### src/rtl/serial_ones_counter.sv
// serial_ones_counter: bit-serial popcount of a WIDTH-bit word over valid/ready,
// with a saturating running total of delivered counts.
module serial_ones_counter #(
  parameter int WIDTH = 8,
  parameter int CNT_W = 4,
  parameter int TOT_W = 16
) (
  input  logic             clk,
  input  logic             rst_n,
  input  logic             in_valid,
  output logic             in_ready,
  input  logic [WIDTH-1:0] in_data,
  output logic             out_valid,
  input  logic             out_ready,
  output logic [CNT_W-1:0] out_count,
  output logic [TOT_W-1:0] total,
  input  logic             total_clr,
  output logic             busy
);
  typedef enum logic [1:0] {IDLE, SHIFT, HOLD} state_t;
  state_t           r_state, w_state_nx;
  logic [WIDTH-1:0] r_sreg, w_sreg_nx;
  logic [CNT_W-1:0] r_acc, w_acc_nx, w_acc_add;
  logic [CNT_W-1:0] r_bitcnt, w_bitcnt_nx;
  logic [CNT_W-1:0] r_out_count, w_out_count_nx;
  logic [TOT_W-1:0] r_total, w_total_nx, w_base;
  logic [TOT_W:0]   w_sum;
  logic             r_in_ready, r_out_valid, r_busy;
  assign w_acc_add = r_acc + CNT_W'(r_sreg[0]);
  // clear wins over the old total, then the delivered count is added on top
  assign w_base = total_clr ? '0 : r_total;
  assign w_sum  = {1'b0, w_base} + (TOT_W+1)'(r_out_count);
  always_comb begin
    w_state_nx     = r_state;
    w_sreg_nx      = r_sreg;
    w_acc_nx       = r_acc;
    w_bitcnt_nx    = r_bitcnt;
    w_out_count_nx = r_out_count;
    w_total_nx     = w_base;
    case (r_state)
      IDLE: if (in_valid) begin
        w_sreg_nx   = in_data;
        w_acc_nx    = '0;
        w_bitcnt_nx = '0;
        w_state_nx  = SHIFT;
      end
      SHIFT: begin
        w_acc_nx    = w_acc_add;
        w_sreg_nx   = r_sreg >> 1;
        w_bitcnt_nx = r_bitcnt + 1'b1;
        if (r_bitcnt == CNT_W'(WIDTH-1)) begin
          w_state_nx     = HOLD;
          w_out_count_nx = w_acc_add;
        end
      end
      HOLD: if (out_ready) begin
        w_state_nx = IDLE;
        w_total_nx = w_sum[TOT_W] ? '1 : w_sum[TOT_W-1:0];
      end
      default: w_state_nx = IDLE;
    endcase
  end
  always_ff @(posedge clk or negedge rst_n) begin
    if (!rst_n) begin
      r_state     <= IDLE;
      r_sreg      <= '0;
      r_acc       <= '0;
      r_bitcnt    <= '0;
      r_out_count <= '0;
      r_total     <= '0;
      r_in_ready  <= 1'b1;
      r_out_valid <= 1'b0;
      r_busy      <= 1'b0;
    end else begin
      r_state     <= w_state_nx;
      r_sreg      <= w_sreg_nx;
      r_acc       <= w_acc_nx;
      r_bitcnt    <= w_bitcnt_nx;
      r_out_count <= w_out_count_nx;
      r_total     <= w_total_nx;
      r_in_ready  <= w_state_nx == IDLE;
      r_out_valid <= w_state_nx == HOLD;
      r_busy      <= w_state_nx != IDLE;
    end
  end
  assign in_ready  = r_in_ready;
  assign out_valid = r_out_valid;
  assign out_count = r_out_count;
  assign total     = r_total;
  assign busy      = r_busy;
endmodule
### config.mk
export PLATFORM = sky130hd
export DESIGN_NAME = serial_ones_counter
export DESIGN_NICKNAME = d
export VERILOG_FILES = /design/src/rtl/serial_ones_counter.sv
export SDC_FILE = /design/constraint.sdc
export NUM_CORES = 1
export LEC_CHECK = 0
export CAP_MARGIN = 5
export CELL_PAD_IN_SITES_DETAIL_PLACEMENT = 0
export CELL_PAD_IN_SITES_GLOBAL_PLACEMENT = 1
export CORE_MARGIN = 5
export CORE_UTILIZATION = 45
export CTS_BUF_LIST = sky130_fd_sc_hd__clkbuf_16
export DETAILED_ROUTE_END_ITERATION = 12
export PLACE_DENSITY = 0.92
export SLEW_MARGIN = 20
export SYNTH_ARGS = -nofsm -noshare
export SYNTH_HDL_FRONTEND = slang
export SYNTH_SLANG_ARGS = --single-unit
### constraint.sdc
create_clock -name clk -period 5.3 [get_ports clk]
set_input_delay 0.53 -clock clk [delete_from_list [all_inputs] [get_ports clk]]
set_output_delay 0.53 -clock clk [all_outputs]
set_load 0.05 [all_outputs]
==> impl_table.tex, run 1 <==
\begin{tabular}{lr}
\hline
Metric & Value \\
\hline
\multicolumn{2}{l}{\textbf{Outcome}} \\
Outcome & finished, final reports clean \\
\multicolumn{2}{l}{\textbf{Routing}} \\
DRC violation total after the first TritonRoute iteration & 68 \\
Via density per instance & 5.42 \\
Via total after detailed routing & 1686 \\
Number of nets with antenna violations after detailed routing & 0 \\
Average wire per standard cell & 14.5 microns \\
Wire length after detailed routing & 4.51 mm \\
Post-route DRC violation count & 0 \\
Number of search-and-repair iterations in the first detailed-routing pass & 4 \\
\multicolumn{2}{l}{\textbf{Timing}} \\
Final setup TNS & 0 ns \\
Post-route clock period utilization & 0.596 \\
Max-slew headroom at the worst pin & 0.402 \\
Count of endpoints failing setup in the final report & 0 \\
RSZ-0062 raised after global routing & no \\
Slew at the pin closest to its max-slew limit & 0.896 ns \\
Final hold violations & 0 \\
Peak Freq & 317 MHz \\
Final Skew & 0.00231 ns \\
Number of pins exceeding their max-slew limit in the final report & 0 \\
Clock period minus final worst setup slack & 3.16 ns \\
\multicolumn{2}{l}{\textbf{Placement}} \\
Weighted congestion at the end of routability-driven global placement & 0.803 \\
PortBufs & 35 \\
Detailed-placement wirelength estimate & 3.16 mm \\
\multicolumn{2}{l}{\textbf{Final layout}} \\
Final Net Count & 264 \\
Antenna Diode Count & 0 \\
Layout cells sized above 1 & 0.123 \\
Post-Route Utilization & 0.587 \\
Area overhead of the layout relative to synthesis & 26.1\% \\
\multicolumn{2}{l}{\textbf{Yosys}} \\
Compound-cell area share of the yosys netlist & 0.184 \\
Area share of and/or/nand/nor cells after synthesis & 0.204 \\
Number of flops mapped to enable cells by yosys & 0 \\
Most used DFF post-synth & sky130\_fd\_sc\_hd\_\_dfrtp\_1 \\
Multiplexer area fraction after synthesis & 0.0288 \\
Synth Register Bits & 41 \\
Post-Syn Area & 2210 sq um \\
Post-synthesis sequential area ratio & 0.464 \\
Synthesized area divided by synthesized cell count & 10.5 sq um \\
Yosys synthesis warning count & 0 \\
Post-Synth XOR/XNOR Area & 0.0435 \\
Cell count after synthesis & 210 \\
Syn Nets & 231 \\
Share of synthesized flip-flops with an asynchronous set or reset & 1.00 \\
Combinational family with the most area after synthesis & simple AND/OR/NAND/NOR gates \\
Post-synthesis cell type count & 44 \\
Arithmetic-cell share of the synthesized area counting full adders, half adders and majority gates & 0.0486 \\
\multicolumn{2}{l}{\textbf{Critical path}} \\
Crit Path Category & in -> reg \\
Startpoint Class & input pin \\
Startpoint of the lowest-slack register-to-register path & total[0] \\
Worst endpoint required time & 5.45 ns \\
Beginning of the critical path & total\_clr \\
Setup crit end kind & flip-flop \\
Maximum fanout along the worst path & 15 \\
WP data arrival & 3.30 ns \\
\multicolumn{2}{l}{\textbf{Min path}} \\
Hold Crit Class & in -> async \\
\multicolumn{2}{l}{\textbf{Clock network}} \\
Clock transition time at the flip-flop clock pins of the worst setup and hold paths & 0.06 ns \\
Number of buffers inserted during clock tree synthesis & 5 \\
Clock tree from TritonCTS & built \\
Cts repair resizes & 0 \\
Number of setup buffers added after CTS & 0 \\
Clock latency of the later-clocked register in the worst-skew pair & 0.28 ns \\
Clock sink count & 41 \\
Hold bufs inserted after CTS & 0 \\
H-tree levels & 2 \\
Deepest clock path buffer count & 2 \\
Buffer type at the clock tree root & sky130\_fd\_sc\_hd\_\_clkbuf\_16 \\
\multicolumn{2}{l}{\textbf{Run}} \\
Number of violations of the max-capacitance limit & 0 \\
\multicolumn{2}{l}{\textbf{Global routing}} \\
Global-route wire length before repair & 7.66 mm \\
Global router's overall resource usage & 0.153 \\
Met2 Usage GRT & 0.259 \\
M1 GR Usage & 0.193 \\
Overflow left after global routing & 0 \\
Antenna violations before repair & 0 \\
Vias in the first global route & 1645 \\
Largest net degree at the start of global routing & 42 \\
Busiest grt layer & met2 \\
Met3 Track Usage GR & 0.0404 \\
\multicolumn{2}{l}{\textbf{Floorplanning}} \\
Height of the die & 80.1 microns \\
Core footprint & 4750 sq um \\
Number of standard-cell rows in the floorplan & 25 \\
Overall die area & 6420 sq um \\
Width of the die & 80.1 microns \\
Starting Density & 0.466 \\
Number of top-level design ports & 36 \\
\multicolumn{2}{l}{\textbf{Power}} \\
Standby leakage power & 1.27 nW \\
Power density cells & 449 nW/um\^{}2 \\
Max IR drop VDD & 0.197 mV \\
\hline
\end{tabular}
-- placed cells by master, fill, tap and decap left out, types with 2 or more instances in the layout --
master / netlist / layout
sky130_fd_sc_hd__a21o_1: 3 / 3
sky130_fd_sc_hd__a21oi_1: 18 / 18
sky130_fd_sc_hd__a22o_1: 7 / 7
sky130_fd_sc_hd__a22oi_1: 9 / 9
sky130_fd_sc_hd__a31oi_1: 2 / 2
sky130_fd_sc_hd__bufinv_16: 0 / 2
sky130_fd_sc_hd__clkbuf_16: 0 / 5
sky130_fd_sc_hd__clkdlybuf4s50_1: 0 / 34
sky130_fd_sc_hd__dfrtp_1: 40 / 40
sky130_fd_sc_hd__ha_1: 7 / 7
sky130_fd_sc_hd__inv_1: 5 / 5
sky130_fd_sc_hd__mux2_2: 3 / 3
sky130_fd_sc_hd__mux2i_1: 3 / 3
sky130_fd_sc_hd__nand2_1: 13 / 13
sky130_fd_sc_hd__nand2b_1: 5 / 5
sky130_fd_sc_hd__nand3_1: 4 / 4
sky130_fd_sc_hd__nand4_1: 3 / 3
sky130_fd_sc_hd__nor2_1: 10 / 10
sky130_fd_sc_hd__nor2b_1: 14 / 14
sky130_fd_sc_hd__nor3_1: 5 / 5
sky130_fd_sc_hd__nor3b_1: 2 / 2
sky130_fd_sc_hd__nor4_4: 2 / 2
sky130_fd_sc_hd__o21ai_0: 10 / 10
sky130_fd_sc_hd__o21ai_2: 8 / 8
sky130_fd_sc_hd__xnor2_1: 6 / 6
sky130_fd_sc_hd__xor2_1: 5 / 5
-- area by class of cell --
| class | count | area [sq um] |
|---|---|---|
| Tap cell | 67 | 83.8 |
| Multi-Input combinational cell | 155 | 1120 |
| Clock inverter | 3 | 65.1 |
| Clock buffer | 5 | 125 |
| Fill cell | 438 | 1960 |
| Timing Repair Buffer | 35 | 345 |
| Sequential cell | 41 | 1030 |
| Inverter | 5 | 18.8 |
-- per-layer routing --
metal | routed length, microns | vias to the layer above
met5 | 0 | -
met4 | 42 | 0
met3 | 197 | 5
met2 | 2200 | 30
met1 | 2070 | 824
li1 | - | 827
-- state kept, by name, indices dropped and copies added, names as in the netlist --
| register | cells |
|---|---|
| out_valid | 1 |
| busy | 1 |
| r_sreg | 8 |
| out_count | 4 |
| r_bitcnt | 4 |
| r_state | 2 |
| r_acc | 4 |
| total | 16 |
| in_ready | 1 |
-- cells in the mapped netlist, types with 4 or more instances --
cell type                  instances  area share
sky130_fd_sc_hd__a22oi_1           9       0.031
sky130_fd_sc_hd__nor2b_1          14       0.040
sky130_fd_sc_hd__nand2b_1          5       0.014
sky130_fd_sc_hd__nor2_1           10       0.017
sky130_fd_sc_hd__a22o_1            7       0.028
sky130_fd_sc_hd__clkbuf_1          6       0.010
sky130_fd_sc_hd__ha_1              7       0.040
sky130_fd_sc_hd__o21ai_2           8       0.032
sky130_fd_sc_hd__xnor2_1           6       0.024
sky130_fd_sc_hd__xor2_1            5       0.020
sky130_fd_sc_hd__dfrtp_1          40        0.45
sky130_fd_sc_hd__nand2_1          13       0.022
sky130_fd_sc_hd__o21ai_0          10       0.023
sky130_fd_sc_hd__inv_1             5      0.0085
sky130_fd_sc_hd__nor3_1            5       0.011
sky130_fd_sc_hd__nand3_1           4      0.0090
sky130_fd_sc_hd__a21oi_1          18       0.041
-- per-stage QoR --
step	hold WS [ns]	total power [mW]	cells	worst slack [ns]	area (sq um)
finish	0.372	1.25	311	2.14	2790
global placement	0.489	0.862	303	1.89	2600
global route	0.460	1.32	311	1.90	2790
CTS	0.416	1.27	311	2.13	2790
floorplan	0.234	0.755	210	2.56	2210
detailed placement	0.508	0.872	303	1.83	2600
-- critical path: stages --
cell and delay, ns:
sky130_fd_sc_hd__clkdlybuf4s50_1 0.89, sky130_fd_sc_hd__nor2b_1 0.14, sky130_fd_sc_hd__ha_1 0.24, sky130_fd_sc_hd__fa_1 0.43, sky130_fd_sc_hd__a211oi_1 0.52, sky130_fd_sc_hd__nor2_1 0.16, sky130_fd_sc_hd__nand4_1 0.14, sky130_fd_sc_hd__xor2_1 0.18
sky130_fd_sc_hd__o21ai_2 0.06
-- cell families after synthesis --
kind of cell / after synthesis
AO/OA/AOI/OAI: 61
XOR/XNOR: 11
adder cells (fa/ha/maj): 8
buffers and inverters: 14
flip-flops: 41
multiplexers: 6
AND/OR/NAND/NOR: 69
-- worst paths after layout --
kind                       slack (ns)  cells after the start        end
max                              2.14                      9  total[10]
min                              0.37                      1   total[2]
max reg2reg                      2.90                      8  total[10]
min reg2reg                      0.52                      1   r_acc[0]
max in group asynchronous        4.36                      1  total[14]
min in group clk                 0.52                      1   r_acc[0]
-- where the power goes --
group	switching [mW]	total [mW]	internal (mW)
registers	0.0884	0.483	0.394
clock network	0.119	0.388	0.269
logic	0.212	0.382	0.170
total	0.420	1.25	0.833
Power figures use the tool's default switching activity.
==> run 2: changes to the inputs <==
--- a/config.mk
+++ b/config.mk
@@ -9,10 +9,10 @@
 export CELL_PAD_IN_SITES_DETAIL_PLACEMENT = 0
 export CELL_PAD_IN_SITES_GLOBAL_PLACEMENT = 1
 export CORE_MARGIN = 5
-export CORE_UTILIZATION = 45
+export CORE_UTILIZATION = 37
 export CTS_BUF_LIST = sky130_fd_sc_hd__clkbuf_16
 export DETAILED_ROUTE_END_ITERATION = 12
-export PLACE_DENSITY = 0.92
+export PLACE_DENSITY = 0.82
 export SLEW_MARGIN = 20
 export SYNTH_ARGS = -nofsm -noshare
 export SYNTH_HDL_FRONTEND = slang
==> constraint.sdc (replaced) <==
create_clock -name clk -period 2.59 [get_ports clk]
set_input_delay 0.259 -clock clk [delete_from_list [all_inputs] [get_ports clk]]
set_output_delay 0.259 -clock clk [all_outputs]
set_load 0.05 [all_outputs]
==> impl_table.tex, run 2 (synthesis results as in run 1) <==
\begin{tabular}{lr}
\hline
Metric & Value \\
\hline
\multicolumn{2}{l}{\textbf{Floorplanning}} \\
Width of the die & 87.3 microns (+9.0\%) \\
Core footprint & 5890 sq um (+24\%) \\
Height of the die & 87.3 microns (+9.0\%) \\
Overall die area & 7630 sq um (+19\%) \\
Number of top-level design ports & 36 (unchanged) \\
Starting Density & 0.376 (-0.0895) \\
Number of standard-cell rows in the floorplan & 28 (+12\%) \\
\multicolumn{2}{l}{\textbf{Final layout}} \\
Fin area & 2810 sq um (+0.63\%) \\
Antenna Diode Count & 0 (unchanged) \\
Fillers & 550 (+26\%) \\
Number of cells in the finished layout apart from fillers & 323 (+3.9\%) \\
Layout cells sized above 1 & 0.137 (+0.0141) \\
Leading cell type in the layout, fill and taps excluded & sky130\_fd\_sc\_hd\_\_dfrtp\_1 \\
Max reg flops & 16 (unchanged) \\
Area overhead of the layout relative to synthesis & 26.9\% \\
Post-Route Utilization & 0.477 (-0.110) \\
Final Net Count & 269 (+1.9\%) \\
Highest-count cells in the layout ignoring fill and taps & 40 x sky130\_fd\_sc\_hd\_\_dfrtp\_1, 34 x sky130\_fd\_sc\_hd\_\_clkdlybuf4s50\_1, 18 x sky130\_fd\_sc\_hd\_\_a21oi\_1 \\
\multicolumn{2}{l}{\textbf{Clock network}} \\
Clock sink count & 41 (unchanged) \\
Clock transition time at the flip-flop clock pins of the worst setup and hold paths & 0.06 ns (about the same) \\
Number of setup buffers added after CTS & 0 (unchanged) \\
Clock tree from TritonCTS & built \\
Deepest clock path buffer count & 2 (unchanged) \\
Hold bufs inserted after CTS & 0 (unchanged) \\
Cts repair resizes & 0 (unchanged) \\
H-tree levels & 2 (unchanged) \\
Number of buffers inserted during clock tree synthesis & 5 (unchanged) \\
Buffer type at the clock tree root & sky130\_fd\_sc\_hd\_\_clkbuf\_16 \\
Clock latency of the later-clocked register in the worst-skew pair & 0.28 ns (about the same) \\
\multicolumn{2}{l}{\textbf{Min path}} \\
Hold Crit Class & in -> async \\
\multicolumn{2}{l}{\textbf{Timing}} \\
Final setup margin & 0.238 ns (-1.90 ns) \\
Final hold violations & 0 (unchanged) \\
Worst hold margin & 0.105 ns (-0.266 ns) \\
Post-route clock period utilization & 0.908 \\
Final Skew & 0.00520 ns (+0.00290 ns) \\
Clock period minus final worst setup slack & 2.35 ns \\
Final setup TNS & 0 ns (unchanged) \\
Max-slew headroom at the worst pin & 0.392 (-0.0108) \\
Count of endpoints failing setup in the final report & 0 (unchanged) \\
RSZ-0062 raised after global routing & no \\
Peak Freq & 425 MHz \\
Slew at the pin closest to its max-slew limit & 0.912 ns (+0.0161 ns) \\
Number of pins exceeding their max-slew limit in the final report & 0 (unchanged) \\
\multicolumn{2}{l}{\textbf{Critical path}} \\
Worst endpoint required time & 2.80 ns (-2.65 ns) \\
Path depth of the worst reg2reg path & 9 (+1) \\
Slowest-stage cell, CP & sky130\_fd\_sc\_hd\_\_clkdlybuf4s50\_1 \\
Cell chain of the critical path & clkdlybuf4s50\_1, inv\_1, nand2\_1, inv\_1, ha\_1, a211oi\_1, buf\_4, nor4\_4, nand2\_2, o21ai\_2 \\
Crit Path Category & in -> reg \\
Beginning of the critical path & total\_clr \\
Delay of the slowest cell on the worst path & 0.59 ns (-0.30 ns) \\
Startpoint Class & input pin \\
Worst setup slack for register-to-register paths & 0.41 ns (-2.49 ns) \\
Setup crit end kind & flip-flop \\
WP data arrival & 2.56 ns (-0.74 ns) \\
Reg2reg end & total[10] \\
Cell occurring most often along the worst timing path & sky130\_fd\_sc\_hd\_\_inv\_1 \\
Startpoint of the lowest-slack register-to-register path & total[0] \\
Maximum fanout along the worst path & 11 (-4) \\
\multicolumn{2}{l}{\textbf{Power}} \\
Tot Pwr & 2.48 mW (+98\%) \\
Standby leakage power & 1.28 nW (+0.81\%) \\
Max IR drop VDD & 0.357 mV (+81\%) \\
Sequential fraction of design power & 0.391 (+0.006) \\
Combinational cell fraction of total power & 0.332 (+0.027) \\
Power dissipated by switching net loads & 862 uW (+110\%) \\
Net switching fraction of the power & 0.348 (+0.0126) \\
Power density cells & 882 nW/um\^{}2 (+97\%) \\
Clock network fraction of total power & 0.276 (-0.034) \\
Cell Int Power & 1.62 mW (+94\%) \\
\multicolumn{2}{l}{\textbf{Global routing}} \\
Antenna violations before repair & 0 (unchanged) \\
Overflow left after global routing & 0 (unchanged) \\
Global router's overall resource usage & 0.138 (-0.0151) \\
Vias in the first global route & 1715 (+4.3\%) \\
Global-route wire length before repair & 8.25 mm (+7.7\%) \\
Largest net degree at the start of global routing & 42 (unchanged) \\
\multicolumn{2}{l}{\textbf{Routing}} \\
Number of nets with antenna violations after detailed routing & 0 (unchanged) \\
Average wire per standard cell & 15.0 microns (+3.3\%) \\
Post-route DRC violation count & 0 (unchanged) \\
Via density per instance & 5.26 (-3.0\%) \\
Wire length after detailed routing & 4.84 mm (+7.3\%) \\
Number of search-and-repair iterations in the first detailed-routing pass & 4 (unchanged) \\
Via total after detailed routing & 1698 (+0.71\%) \\
DRC violation total after the first TritonRoute iteration & 78 (+15\%) \\
\multicolumn{2}{l}{\textbf{Placement}} \\
PortBufs & 35 (unchanged) \\
Placed standard-cell area & 2650 sq um (+1.8\%) \\
Placed cell count & 316 (+4.3\%) \\
Detailed-placement wirelength estimate & 3.39 mm (+7.2\%) \\
Weighted congestion at the end of routability-driven global placement & 0.775 (-3.5\%) \\
Setup Slack @ Placement & -0.0137 ns (-1.85 ns) \\
\multicolumn{2}{l}{\textbf{Run}} \\
Number of violations of the max-capacitance limit & 0 (unchanged) \\
\multicolumn{2}{l}{\textbf{Outcome}} \\
Outcome & finished, final reports clean \\
\hline
\end{tabular}
-- run 2: cell types whose count changed in the layout (fill, tap and decap cells not counted) --
cell                        previous run  this run
sky130_fd_sc_hd__buf_4                 0         5
sky130_fd_sc_hd__bufinv_16             2         1
-- run 2: power groups by stage --
stage / clock, mW / sequential, mW / combinational, mW
global placement: 0 / 0.978 / 0.808
global route: 0.723 / 0.999 / 0.913
CTS: 0.701 / 0.973 / 0.835
detailed placement: 0 / 0.980 / 0.826
floorplan: 0 / 1.10 / 0.449
finish: 0.685 / 0.969 / 0.824
-- run 2: area by class of cell --
class                   count  area [sq um]  share of cell area
multi-input cells         155          1120               0.401
well taps                  75          93.8              0.0334
inverters                   5          18.8             0.00668
clock buffers               5           125              0.0446
clock inverters             2          35.0              0.0125
flip-flops and latches     41          1030               0.366
repair buffers             40           383               0.136
-- run 2: worst max path at each step --
stage / to / slack, ns / cells past startpoint
floorplan: total[10] / 0.11 / 8
global placement: total[10] / -0.02 / 10
detailed placement: total[10] / -0.01 / 10
CTS: total[6] / 0.25 / 10
global route: total[1] / 0.07 / 10
finish: total[13] / 0.24 / 10
-- run 2: metal layers --
metal  track usage  routed length (microns)  share of wire  vias up
li1              -                        -              -      837
met1         0.166                     2130           0.44      824
met2         0.239                     2430           0.50       31
met3        0.0388                      226          0.047        6
met4        0.0391                       51          0.011        0
met5             0                        0              0        -
-- run 2: critical path, delay by kind of cell --
family | cells | cell delay (ns)
buffers and inverters | 4 | 0.92
and+or+nand+nor | 3 | 0.78
AOI/OAI and AO/OA | 2 | 0.24
adders and majority gates | 1 | 0.36
